**src/rtl/fifo_rd_packer.sv**
```systemverilog
// fifo_rd_packer
//   Read-side consumer of an async FIFO, running in the FIFO read-clock domain.
//   Bytes are drained through the FIFO rd_en/empty/rdata handshake (rdata valid
//   one cycle after rd_en). NUM_BYTES bytes are packed little-endian into one
//   word, which is then offered downstream on a valid/ready stream.
//
//   Optional feature: define PACK_TIMEOUT_EN to flush a partially packed word
//   after TIMEOUT idle cycles. With the macro undefined, partial words wait
//   indefinitely and m_keep_o is all ones whenever m_valid_o is high.
//
// Ports
//   clk_i      single clock (FIFO read clock)
//   rst_n_i    asynchronous active-low reset
//   empty_i    FIFO empty flag
//   rdata_i    FIFO read data, valid the cycle after rd_en_o
//   rd_en_o    FIFO read enable (never asserted while empty_i is high)
//   m_data_o   packed word, lane k = bits [k*WIDTH +: WIDTH]
//   m_keep_o   lane-valid mask
//   m_valid_o  word valid
//   m_ready_i  downstream accepts (ignored while m_valid_o is low)
//   words_o    count of accepted words, wraps at 0xFFFF

module fifo_rd_packer #(
    parameter int unsigned WIDTH     = 8,
    parameter int unsigned NUM_BYTES = 4,
    parameter int unsigned TIMEOUT   = 16
) (
    input  logic                       clk_i,
    input  logic                       rst_n_i,
    input  logic                       empty_i,
    input  logic [WIDTH-1:0]           rdata_i,
    output logic                       rd_en_o,
    output logic [WIDTH*NUM_BYTES-1:0] m_data_o,
    output logic [NUM_BYTES-1:0]       m_keep_o,
    output logic                       m_valid_o,
    input  logic                       m_ready_i,
    output logic [15:0]                words_o
);

    // Lane counter only ever holds 0..NUM_BYTES-1; it wraps to 0 on the final capture.
    localparam int unsigned     CW       = $clog2(NUM_BYTES);
    localparam logic [CW:0]     Full     = (CW+1)'(NUM_BYTES);
    localparam logic [CW-1:0]   LastLane = CW'(NUM_BYTES - 1);

    localparam logic [0:0] StFill = 1'b0;
    localparam logic [0:0] StHold = 1'b1;

    logic [0:0]                 state_q, state_d;
    logic [CW-1:0]              cnt_q, cnt_d;
    logic                       inflight_q, inflight_d;
    logic [WIDTH*NUM_BYTES-1:0] data_q, data_d;
    logic [NUM_BYTES-1:0]       keep_q, keep_d;
    logic                       valid_q, valid_d;
    logic [15:0]                words_q, words_d;

    logic [CW:0] occ;
    logic        rd_en;
    logic        capture;

    // Lanes already captured plus the byte still on its way from the FIFO.
    assign occ     = {1'b0, cnt_q} + {{CW{1'b0}}, inflight_q};
    // Gated by reset so no read is issued while the block is held in reset.
    assign rd_en   = rst_n_i && (state_q == StFill) && !empty_i && (occ < Full);
    assign capture = (state_q == StFill) && inflight_q;

`ifdef PACK_TIMEOUT_EN
    localparam int unsigned   TW         = $clog2(TIMEOUT + 1);
    localparam logic [TW-1:0] TimeoutVal = TW'(TIMEOUT);

    logic [TW-1:0] timer_q, timer_d;
    logic          timer_run;
    logic          timer_fire;

    // Only count while a partial word sits idle with nothing requested or in flight.
    assign timer_run  = (state_q == StFill) && (cnt_q != '0) && !inflight_q && !rd_en;
    assign timer_fire = timer_run && ((timer_q + TW'(1)) == TimeoutVal);
`else
    logic unused_timeout;
    assign unused_timeout = |TIMEOUT;
`endif

    always_comb begin
        state_d    = state_q;
        cnt_d      = cnt_q;
        inflight_d = rd_en;
        data_d     = data_q;
        keep_d     = keep_q;
        valid_d    = valid_q;
        words_d    = words_q;
`ifdef PACK_TIMEOUT_EN
        timer_d    = timer_q;
`endif
        case (state_q)
            StFill: begin
                if (capture) begin
                    for (int k = 0; k < int'(NUM_BYTES); k++) begin
                        if (cnt_q == CW'(k)) begin
                            data_d[k*WIDTH +: WIDTH] = rdata_i;
                        end
                    end
                    cnt_d = cnt_q + CW'(1);
`ifdef PACK_TIMEOUT_EN
                    timer_d = '0;
`endif
                    if (cnt_q == LastLane) begin
                        state_d = StHold;
                        valid_d = 1'b1;
                        keep_d  = '1;
                        cnt_d   = '0;
                    end
                end
`ifdef PACK_TIMEOUT_EN
                else if (timer_run) begin
                    if (timer_fire) begin
                        // Flush the partial word; unfilled lanes are already zero.
                        state_d = StHold;
                        valid_d = 1'b1;
                        for (int k = 0; k < int'(NUM_BYTES); k++) begin
                            keep_d[k] = (CW'(k) < cnt_q);
                        end
                        cnt_d   = '0;
                        timer_d = '0;
                    end else begin
                        timer_d = timer_q + TW'(1);
                    end
                end
`endif
            end
            StHold: begin
                if (valid_q && m_ready_i) begin
                    valid_d = 1'b0;
                    data_d  = '0;
                    keep_d  = '0;
                    words_d = words_q + 16'd1;
                    state_d = StFill;
                end
            end
            default: state_d = StFill;
        endcase
    end

    always_ff @(posedge clk_i or negedge rst_n_i) begin
        if (!rst_n_i) begin
            state_q    <= StFill;
            cnt_q      <= '0;
            inflight_q <= 1'b0;
            data_q     <= '0;
            keep_q     <= '0;
            valid_q    <= 1'b0;
            words_q    <= '0;
        end else begin
            state_q    <= state_d;
            cnt_q      <= cnt_d;
            inflight_q <= inflight_d;
            data_q     <= data_d;
            keep_q     <= keep_d;
            valid_q    <= valid_d;
            words_q    <= words_d;
        end
    end

`ifdef PACK_TIMEOUT_EN
    always_ff @(posedge clk_i or negedge rst_n_i) begin
        if (!rst_n_i) begin
            timer_q <= '0;
        end else begin
            timer_q <= timer_d;
        end
    end
`endif

    assign rd_en_o   = rd_en;
    assign m_data_o  = data_q;
    assign m_keep_o  = keep_q;
    assign m_valid_o = valid_q;
    assign words_o   = words_q;

endmodule

```
**config.mk**
```make
export PLATFORM = sky130hd
export DESIGN_NAME = fifo_rd_packer
export DESIGN_NICKNAME = d
export VERILOG_FILES = /design/src/rtl/fifo_rd_packer.sv
export SDC_FILE = /design/constraint.sdc
export NUM_CORES = 1
export LEC_CHECK = 0
export CORE_ASPECT_RATIO = 1.1
export CORE_UTILIZATION = 30
export CTS_CLUSTER_DIAMETER = 40
export DETAILED_ROUTE_END_ITERATION = 16
export SYNTH_ARGS = -nofsm -noshare
export SYNTH_HDL_FRONTEND = slang
export SYNTH_SLANG_ARGS = --single-unit
```
**constraint.sdc**
```tcl
create_clock -name clk_i -period 1.6 [get_ports clk_i]
set_clock_uncertainty 0.05 [all_clocks]
set_input_delay 0.16 -clock clk_i [delete_from_list [all_inputs] [get_ports clk_i]]
set_output_delay 0.16 -clock clk_i [all_outputs]
set_load 0.05 [all_outputs]
```
==> key figures <==
Run status
  – Status: complete, no violations

Global routing
  – Initial antenna violation count: 0
  – Largest net degree at the start of global routing: 54
  – First-pass GRT wire length: 8245 um
  – GRT Util Overall: between 10% and 20%
  – Total gr overflow: 0
  – Vias in the first global route: about 1600

Synth
  – Top-area cell type share of the netlist area: between 60 and 70%
  – Post-synthesis simple-gate area fraction: around an eighth
  – Cell type with the largest total area after synthesis: dfrtp_1
  – Number of synthesized register bits: 53
  – Synth Warn #: 0
  – Seq/Total Area, Yosys: 61.45%
  – Mean Syn Cell Area: approximately 13 um2
  – Syn Nets: ~180
  – Number of distinct library cells after synthesis: 26
  – Post-Synth Adder-Cell Area: just under 3%
  – Compound-cell area share of the yosys netlist: between 10% and 20%
  – XOR/XNOR share of the synthesized area: 6.087%
  – Mapped cell area: roughly 0.0022 mm2
  – Post-synthesis mux area share: 0%
  – Cells after Synth: between 150 and 200
  – Largest cells by area after synthesis: dfrtp_1 61%, a22o_1 13%, xnor2_1 4.9%
  – Largest family of logic cells by synthesized area: compound AO/OA/AOI/OAI gates

Routing
  – Top sig layer: met4
  – Vias: ~1600
  – Antenna-violating nets left: 0
  – Met1 WL: 2342 um
  – DRC: 0
  – Routed length on met2: 2365 um
  – Vias per inst: 4.830
  – DRT Pass-1 Iters: 4
  – Avg WL per Cell: around 15 um
  – Met3 Wirelength: around 180 um
  – Detailed-route wire length: approximately 5000 um
  – Initial DRC count: 96

Floorplan
  – Num rows: 32
  – Die width: approximately 83 um
  – Initial Util: a little under a third
  – Core Footprint: between 0.006 and 0.007 mm2
  – Chip height: 90.96 um
  – Num ports: 66
  – Total Die Area: approximately 0.0075 mm2

Timing
  – Period minus WS final: 1527 ps
  – Slew HR: between 50 and 60%
  – Worst slew pin tran: approximately 670 ps
  – Final setup fails: 0
  – Final Hold Vio Count: 0
  – Period utilization: around 95%
  – RSZ-0062 raised after global routing: true
  – Fmax: approximately 0.65 GHz
  – Fin worst setup slack: approximately 73 ps
  – Slew Viols, Final: 0

Cells and area
  – Layout cells sized above 1: ~41%
  – # nets final: between 200 and 300
  – Area added between synthesis and finish: 39.36%
  – Antenna diodes: 0
  – Highest-count cells in the layout ignoring fill and taps: 64 x buf_4, 43 x dfrtp_1, 32 x a22o_1
  – Commonest non-fill, non-tap cell in the layout: buf_4
  – Fin util: a little over two fifths
  – Fin cells: 329

Power and ir drop
  – PnR Total Power: ~6 mW
  – LEAKAGE: approximately 1.5 nW
  – Max VDD drop: approximately 1000 uV
  – Pwr dens: 1981 mW/mm2

CTS
  – Clk Latency, worst-skew pair: about 310 ps
  – Clock Path Buffers: 2
  – H-tree depth: 2
  – Register clock-pin slew on the reported worst setup and hold paths: approximately 90 ps
  – CTS tree: built
  – Clock Tree Root: clkbuf_8
  – Clock sinks: between 50 and 60
  – CTS Buf Count: 5

Critical path
  – FF-to-FF End: m_data_o[19]
  – Crit start category: register
  – Critical Path Fanout Max: 6
  – Reg-to-Reg Start: cnt_q[0]
  – Reg2reg setup slack: 100 ps
  – R2R depth: 5
  – Crit path to: rd_en_o
  – Worst Setup Path Type: register to output pin
  – Crit. End Element: output pin
  – CP required: ~1400 ps
  – Setup crit start: state_q
  – Arrival time worst endpoint: between 1000 and 1500 ps

Place
  – Final HPWL DP: approximately 3500 um
  – Port Buffers: 65
  – Placer Congestion: just over 0.7
  – DP Worst Slack: -88.57 ps
  – DP Cell Count: 318

Min path
  – Hold path cells: 1
  – Hold Crit Class: register to register

Run
  – Maxcap violations: 0
==> sequential cells by signal, indices dropped and copies added, names as in the netlist <==
signal,cells
m_data_o,32
inflight_q,1
state_q,1
cnt_q,2
m_keep_o,1
words_o,16
==> where the power goes <==
group          internal, mW  switching (mW)  leakage, nW
Clock                 0.317           0.472       0.0447
Combinational          1.04            2.05        0.757
Sequential             1.75           0.319        0.683
Total                  3.11            2.85         1.48
==> what timing repair did <==
action,in CTS,in global routing
hold buffers,1,0
endpoints found under the hold margin,53,0
gates resized for setup,0,6
setup buffers,0,2
setup endpoints to repair,0,2
==> how the worst min path moves through the flow <==
| stage | endpoint | start | slack (ps) |
|---|---|---|---|
| after CTS | words_o[15] | words_o[15] | 440 |
| after global placement | m_data_o[26] | rst_n_i | 300 |
| final | words_o[15] | words_o[15] | 430 |
| after detailed placement | cnt_q[1] | rst_n_i | 310 |
| after global routing | words_o[15] | words_o[15] | 460 |
| after floorplan | cnt_q[0] | rst_n_i | -190 |
==> metrics by stage <==
stage / instance area, um2 / hold WS [ps] / setup TNS, ps
global placement: 2859 / 304.5 / -49.04
detailed placement: 2859 / 311.3 / -313.4
CTS: 2963 / 442.8 / 0
floorplan: 2180 / -185.6 / 0
finish: 3008 / 428.7 / 0
global route: 3008 / 462.0 / -14.07
==> Yosys cell counts, drive strengths merged <==
library cell,n
a21o,2
a22o,32
a31oi,1
and2,4
and3,2
and4,1
buf,8
dfrtp,53
ha,5
inv,3
nand2,11
nand3,5
nand4,6
nor2,10
nor2b,1
nor3,2
o21ai,2
or2,1
or3,1
xnor2,12
xor2,3
==> worst max-delay path, stage by stage (launching register included) <==
cell,delay (ps)
dfrtp_2,450
nor2_1,110
nand2_1,90
a31oi_4,200
buf_12,160
==> cell families (layout without fill, tap and decap cells) <==
family	count (synthesis)	count (layout)
AO/OA/AOI/OAI	37	37
XOR/XNOR	15	15
adder cells (fa/ha/maj)	5	5
buffers and inverters	11	90
flip-flops	53	53
AND/OR/NAND/NOR	44	44
==> layout make-up <==
class	instances	area, um2
well taps	85	106.4
flip-flops and latches	53	1339
multi-input cells	101	802.0
clock buffers	5	68.82
clock inverters	3	25.02
inverters	3	11.26
repair buffers	79	655.6
fillers	678	3959
==> per-layer routing <==
metal  GRT usage, %  vias to the layer above
met4          5.172                        0
met5              0                        -
met3          3.273                        5
met1          19.19                      806
met2          21.52                       35
li1               -                      743
(Power assumes the default switching activity.)
